File: src/rtl/bm_pkg.sv
// Shared types and constants for the Box-Muller log path: stage payload and
// the exponent/mantissa bundle consumed by the ln polynomial evaluator.
package bm_pkg;

    localparam int U0_W  = 32;
    localparam int EXP_W = 6;
    localparam int LZ_W  = 5;

    typedef struct packed {
        logic [U0_W-1:0] data;
        logic [LZ_W-1:0] lz;
        logic            nz;
    } stage_t;

    typedef struct packed {
        logic [EXP_W-1:0] exponent;
        logic [U0_W-1:0]  mantissa;
        logic             zero;
    } exp_mant_t;

    // A zero sample saturates to e=32 with an empty mantissa.
    function automatic exp_mant_t pack_result(input logic [U0_W-1:0] sh,
                                              input logic [LZ_W-1:0] lz,
                                              input logic            nz);
        exp_mant_t r;
        r.zero     = ~nz;
        r.exponent = nz ? ({1'b0, lz} + 6'd1) : 6'd32;
        r.mantissa = nz ? {sh[U0_W-2:0], 1'b0} : {U0_W{1'b0}};
        return r;
    endfunction

endpackage

File: src/rtl/lzd32.sv
// Combinational 32-bit leading-zero detector: p = count of leading zeros,
// v = input is nonzero (p is 0 when v is 0).
module lzd32 (
    input  logic [31:0] d,
    output logic [4:0]  p,
    output logic        v
);

    logic found_s;

    // Scan from the MSB; the first set bit fixes the count.
    always_comb begin
        p       = 5'd0;
        found_s = 1'b0;
        for (int i = 31; i >= 0; i--) begin
            p       = (~found_s & d[i]) ? 5'(31 - i) : p;
            found_s = found_s | d[i];
        end
        v = found_s;
    end

endmodule

File: src/rtl/bm_log_range_reduce.sv
// Three-stage range reduction for -2*ln(u0): u0 -> (e = lz+1, x_e = u0 << e)
// with valid/ready on both sides and collapsing bubbles.
module bm_log_range_reduce #(
    parameter int DATA_W = 32,
    parameter int EXP_W  = 6
) (
    input  logic              clk,
    input  logic              rst,
    input  logic              in_valid,
    output logic              in_ready,
    input  logic [DATA_W-1:0] in_data,
    output logic              out_valid,
    input  logic              out_ready,
    output logic [EXP_W-1:0]  out_exp,
    output logic [DATA_W-1:0] out_mant,
    output logic              out_zero
);
    import bm_pkg::*;

    if (DATA_W != 32) begin : g_bad_width
        $error("bm_log_range_reduce supports DATA_W = 32 only");
    end

    logic        v1_r;
    logic [31:0] d1_r;
    logic        v2_r;
    stage_t      s2_r;

    logic [4:0]  lz_s;
    logic        nz_s;
    logic        mv1_s;
    logic        mv2_s;
    logic        mv3_s;
    exp_mant_t   res_s;

    lzd32 u_lzd (
        .d (d1_r),
        .p (lz_s),
        .v (nz_s)
    );

    // Each stage may load when it is empty or its content moves on this edge.
    always_comb begin
        mv3_s    = ~out_valid | out_ready;
        mv2_s    = ~v2_r | mv3_s;
        mv1_s    = ~v1_r | mv2_s;
        in_ready = ~rst & mv1_s;
        res_s    = pack_result(s2_r.data, s2_r.lz, s2_r.nz);
    end

    // Pipeline registers; payloads only load alongside a valid token.
    always_ff @(posedge clk) begin
        if (rst) begin
            v1_r      <= 1'b0;
            d1_r      <= 32'd0;
            v2_r      <= 1'b0;
            s2_r      <= '{data: 32'd0, lz: 5'd0, nz: 1'b0};
            out_valid <= 1'b0;
            out_exp   <= 6'd0;
            out_mant  <= 32'd0;
            out_zero  <= 1'b0;
        end else begin
            if (mv1_s) begin
                v1_r <= in_valid;
                if (in_valid) begin
                    d1_r <= in_data;
                end
            end
            if (mv2_s) begin
                v2_r <= v1_r;
                if (v1_r) begin
                    s2_r <= '{data: d1_r << lz_s, lz: lz_s, nz: nz_s};
                end
            end
            if (mv3_s) begin
                out_valid <= v2_r;
                if (v2_r) begin
                    out_exp  <= res_s.exponent;
                    out_mant <= res_s.mantissa;
                    out_zero <= res_s.zero;
                end
            end
        end
    end

endmodule

File: config.mk
export PLATFORM = sky130hd
export DESIGN_NAME = bm_log_range_reduce
export DESIGN_NICKNAME = d
export VERILOG_FILES = /design/src/rtl/bm_pkg.sv /design/src/rtl/lzd32.sv /design/src/rtl/bm_log_range_reduce.sv
export SDC_FILE = /design/constraint.sdc
export NUM_CORES = 1
export LEC_CHECK = 0
export BUFFER_PORTS_ARGS = -buffer_cell sky130_fd_sc_hd__buf_2
export CAP_MARGIN = 20
export CORE_MARGIN = 2
export CORE_UTILIZATION = 45
export CTS_CLUSTER_DIAMETER = 60
export CTS_CLUSTER_SIZE = 20
export DETAILED_ROUTE_END_ITERATION = 12
export GPL_TIMING_DRIVEN = 0
export SLEW_MARGIN = 30
export SYNTH_ARGS = -nofsm -noshare
export SYNTH_HDL_FRONTEND = slang
export SYNTH_SLANG_ARGS = --single-unit
File: constraint.sdc
create_clock -name clk -period 6.3 [get_ports clk]
set_input_delay 1.575 -clock clk [delete_from_list [all_inputs] [get_ports clk]]
set_output_delay 1.575 -clock clk [all_outputs]
set_load 0.005 [all_outputs]
==> results.toml, run 1 <==
[drt]
post-route-drc-count = 0
wl_met2_um = 9410
wl_um = 19600
dr.max_layer_used = "met4"
ant_nets = 0
drtPass1Iterations = 5
via_per_inst = 5.81
vias = 5846
dr.first_iter.drc_count = 391
wire_per_inst_um = 19.4
met3_length_um = 1010
wl_met1_um = 8390

[critical_path]
worstSetupEndpointType = "output pin"
cpMostUsedCell = "clkbuf_1"
crit_buf_inv = 4
start_kind = "input pin"
slowest_stage = "clkbuf_1"
cp.required_ns = 4.72
crit_fanout = 10
crit_type = "in -> out"
arrival_ns = 3.06
worstPathCellList = "clkbuf_1 -> clkbuf_1 -> clkbuf_1 -> nor2_1 -> buf_2"
slowest_delay_ns = 0.64
crit_family = "buffers and inverters"

[place]
place_area_um2 = 6540
place_congestion = 0.967
io_buffers = 74
dp_cells = 991
hpwl_um = 15100

[pwr]
total_leakage_power_nw = 2.66
vdd_drop_max_mv = 0.139
finalPower_w = 0.00188
power_density_nw_per_um2 = 274

[timing]
rsz0062_at_grt = "no"
clock.fmax_mhz = 216
slew_headroom = 0.394
tightest_slew_ns = 0.902
maxSlewViolCount = 0
hold_viol_final = 0
setup_tns_ns = 0
post-route-min-period_ns = 4.63
clock-skew-final_ns = 0.00708
fin_crit_sh = 0.735
setup_viol = 0

[cts]
cts_resized = 0
insertion_delay_ns = 0.36
cts.sink_count = 110
tritoncts = "built"
numCtsBuffers = 9
h-tree-depth = 3
cts.clk_slew.worst_paths_ns = 0.07
clk_path_buf_depth = 2
postCtsHoldBufs = 0
postCtsSetupBuffers = 0
cts-root-buf = "clkbuf_16"

[finish]
mostFrequentLayoutCell = "nand2_1"
drive_gt1_frac = 0.163
fin_util = 0.540
syn2layout_area_growth_pct = 16.3
diodes = 0
layout.nets = 867
final_cell_mix = "nand2_1 (142), dfxtp_1 (110), a21oi_1 (80)"
final_area_um2 = 6870
stdcell_count = 1007

[yosys]
ys.flop_type = "dfxtp_1"
synth_edf_count = 0
synth_cells = 742
ys_seq_area_frac = 0.373
synthArstFlopShare = 0
syn_nets = 779
ys_seq_elements = 110
synth.distinct_cells = 71
yosysWarnings = 0
syn_avg_cell_area_um2 = 7.96
syn-cell-area_um2 = 5910

[global_routing]
grt_max_degree = 19
grt_first_pass_wirelength_um = 30500
overflow = 0
grt_antenna_before_repair = 0
grt_pass1_vias = 5496
track_usage = 0.279

[floorplan]
start_util = 0.464
die_area_um2 = 14100
coreArea_um2 = 12700
fp.dieH_um = 119
rows = 41
pin_count = 77
die_width_um = 119

[hold_path]
min_path_type = "reg -> reg"

[run_status]
outcome = "finished clean"

[job]
max_cap_viol_count = 0
==> worst register-to-register path, cell delays in order (launching register included) <==
cell	delay, ns
dfxtp_1	0.36
or4_4	0.58
nand4b_4	0.24
nor4_1	0.73
o21ai_0	0.26
a32oi_1	0.80
mux2i_1	0.40
o22ai_1	0.33
a21o_1	0.11
==> registers in the layout, summed over array words and instances, names as in the netlist <==
name,count
out_zero,1
v1_r,1
d1_r,32
out_exp,6
v2_r,1
s2_r,37
out_valid,1
out_mant,31
==> routing by layer <==
layer  vias up  global-route usage
li1       2850                   -
met1      2745               0.358
met2       206               0.464
met3        45              0.0323
met4         0               0.136
met5         -                   0
==> power by group <==
group,internal (W),leakage (nW),switching (W)
combinational,0.000174,1.60,0.000309
clock,0.000365,0.162,0.000276
sequential,0.000724,0.896,0.0000332
total,0.00126,2.66,0.000618
==> per-stage QoR <==
stage	setup WS, ns	hold slack (ns)
after floorplan	2.35	0.426
after global placement	1.70	0.435
after detailed placement	1.68	0.441
after CTS	1.68	0.451
after global routing	1.57	0.463
final	1.67	0.448
==> path summary, 6_finish.rpt <==
path | startpoint | slack [ns] | cells after the start | endpoint
min reg2reg | out_mant[13] | 0.45 | 2 | out_mant[13]
max reg2reg | d1_r[16] | 2.42 | 8 | s2_r[21]
max | rst | 1.67 | 5 | in_ready
min | out_mant[13] | 0.45 | 2 | out_mant[13]
==> layout make-up <==
cell class	instances	area, um2
fillers	1338	5850
repair buffers	77	385
inverters	4	15.0
multi-input cells	570	3450
clock inverters	5	88.8
flip-flops and latches	110	2200
clock buffers	11	243
plain buffers	58	274
well taps	172	215
==> logic make-up after synthesis <==
group,Yosys count,synth area share
muxes,59,0.103
other,1,0.000635
and+or+nand+nor,313,0.251
AOI/OAI and AO/OA,193,0.217
xor gates and xnor gates,3,0.00445
buffers and inverters,62,0.0489
DFF,110,0.373
adders and majority gates,1,0.00212
==> cells in the mapped netlist, drive strengths merged, types with 6 or more instances <==
master / n / share of area
nor2b: 9 / 0.0095
nand3: 49 / 0.044
a31oi: 6 / 0.0064
o21ai: 18 / 0.017
dfxtp: 110 / 0.37
nor2: 57 / 0.036
mux2i: 46 / 0.079
mux2: 13 / 0.025
nand2: 142 / 0.090
a22oi: 22 / 0.028
clkbuf: 40 / 0.025
buf: 18 / 0.021
a21oi: 80 / 0.068
and3: 7 / 0.0074
nor4: 10 / 0.018
a211oi: 8 / 0.010
nor3: 11 / 0.0093
Note: power is estimated with default switching activity, not from simulation.
==> inputs of run 2 (changes only) <==
PLACE_DENSITY = 0.67   (was unset)
clock period = 4.1 ns   (was 6.3 ns; I/O delays follow)
==> results.toml, run 2 (synthesis results as in run 1) <==
[pwr]
finalPower_w = 0.00286
vdd_drop_max_mv = 0.190
total_leakage_power_nw = 2.65
power_density_nw_per_um2 = 417

[floorplan]
fp.dieH_um = 119
pin_count = 77
die_area_um2 = 14100
start_util = 0.464
coreArea_um2 = 12700
rows = 41
die_width_um = 119

[job]
max_cap_viol_count = 0

[finish]
largest_reg_flops = 37
final_cell_mix = "nand2_1 (142), dfxtp_1 (110), a21oi_1 (80)"
mostFrequentLayoutCell = "nand2_1"
drive_gt1_frac = 0.163
syn2layout_area_growth_pct = 16.2
diodes = 0
regMostFlops = "s2_r"
biggestRegsByFlops = "s2_r (37), d1_r (32), out_mant (31)"
fin_util = 0.539
layout.nets = 866

[drt]
wl_um = 19700
via_per_inst = 5.87
dr.first_iter.drc_count = 513
ant_nets = 0
wire_per_inst_um = 19.6
vias = 5901
drtPass1Iterations = 5
post-route-drc-count = 0

[cts]
h-tree-depth = 3
clk_path_buf_depth = 2
postCtsSetupBuffers = 0
tritoncts = "built"
numCtsBuffers = 9
cts_resized = 0
cts.sink_count = 110
cts-root-buf = "clkbuf_16"
insertion_delay_ns = 0.37
postCtsHoldBufs = 0
cts.clk_slew.worst_paths_ns = 0.08

[timing]
setup_viol = 0
rsz0062_at_grt = "no"
hold_viol_final = 0
maxSlewViolCount = 0
slew_headroom = 0.433
layout_setup_ws_ns = 0.440
clock.fmax_mhz = 273
fin_crit_sh = 0.893
tightest_slew_ns = 0.845
setup_tns_ns = 0
clock-skew-final_ns = 0.0100
post-route-min-period_ns = 3.66

[critical_path]
reg2regPathDepth = 10
r2r_slack_ns = 0.44
start_kind = "flop"
cp.required_ns = 4.33
crit_type = "reg -> reg"
arrival_ns = 3.89
crit-reg2reg-launch = "d1_r[2]"
worstSetupEndpointType = "flop"
rr_endpoint = "s2_r[31]"
crit_fanout = 10

[global_routing]
grt_first_pass_wirelength_um = 31300
grt_max_degree = 22
track_usage = 0.284
overflow = 0
grt_pass1_vias = 5526
grt_antenna_before_repair = 0

[hold_path]
hold_start = "out_mant[3]"
min_path_type = "reg -> reg"
hold_end = "out_mant[3]"
hold_depth = 2

[place]
pre_cts_ws_ns = 0.551
hpwl_um = 15600
io_buffers = 74
place_congestion = 0.990

[run_status]
outcome = "finished clean"
run 2: worst max path at each step:
stage / startpoint / to / slack [ns] / depth (start not counted)
floorplan: d1_r[16] / s2_r[31] / 1.11 / 10
global placement: d1_r[28] / s2_r[30] / 0.27 / 7
detailed placement: rst / in_ready / 0.55 / 5
CTS: rst / in_ready / 0.54 / 5
global route: d1_r[2] / s2_r[28] / 0.24 / 11
finish: d1_r[2] / s2_r[31] / 0.44 / 10
run 2: worst max-delay path, stage by stage (launching register included):
cell	delay, ns
dfxtp_1	0.32
clkbuf_1	0.20
nor4_1	0.52
o21ai_0	0.18
a31o_2	0.31
inv_1	0.15
buf_1	0.58
clkbuf_1	0.50
a211oi_1	0.08
a221oi_1	0.46
o221ai_1	0.21
run 2: report_power, final:
group | internal, W | switching, W
Combinational | 0.000268 | 0.000473
Clock | 0.000495 | 0.000461
Sequential | 0.00111 | 0.0000523
run 2: layout make-up:
type / instances / area [um2]
inverter: 4 / 15.0
timing repair buffer: 76 / 380
clock buffer: 9 / 225
fill: 1294 / 5860
sequential: 110 / 2200
buffer: 58 / 274
clock inverter: 7 / 96.3
multi-input combinational: 570 / 3450
tap: 172 / 215
run 2: per-layer routing:
metal  up-vias  part of all wire  global-route usage
met5         -                 0                   0
met4         0             0.016              0.0796
met3        23             0.052              0.0314
met2       208              0.49               0.492
met1      2811              0.44               0.372
li1       2859                 -                   -
run 2: through the flow:
step / cell area, um2 / hold slack [ns] / std cells
after floorplan: 5910 / 0.426 / 742
after global placement: 6490 / 0.437 / 988
after detailed placement: 6530 / 0.441 / 990
after CTS: 6850 / 0.452 / 1006
after global routing: 6860 / 0.462 / 1006
final: 6860 / 0.449 / 1006
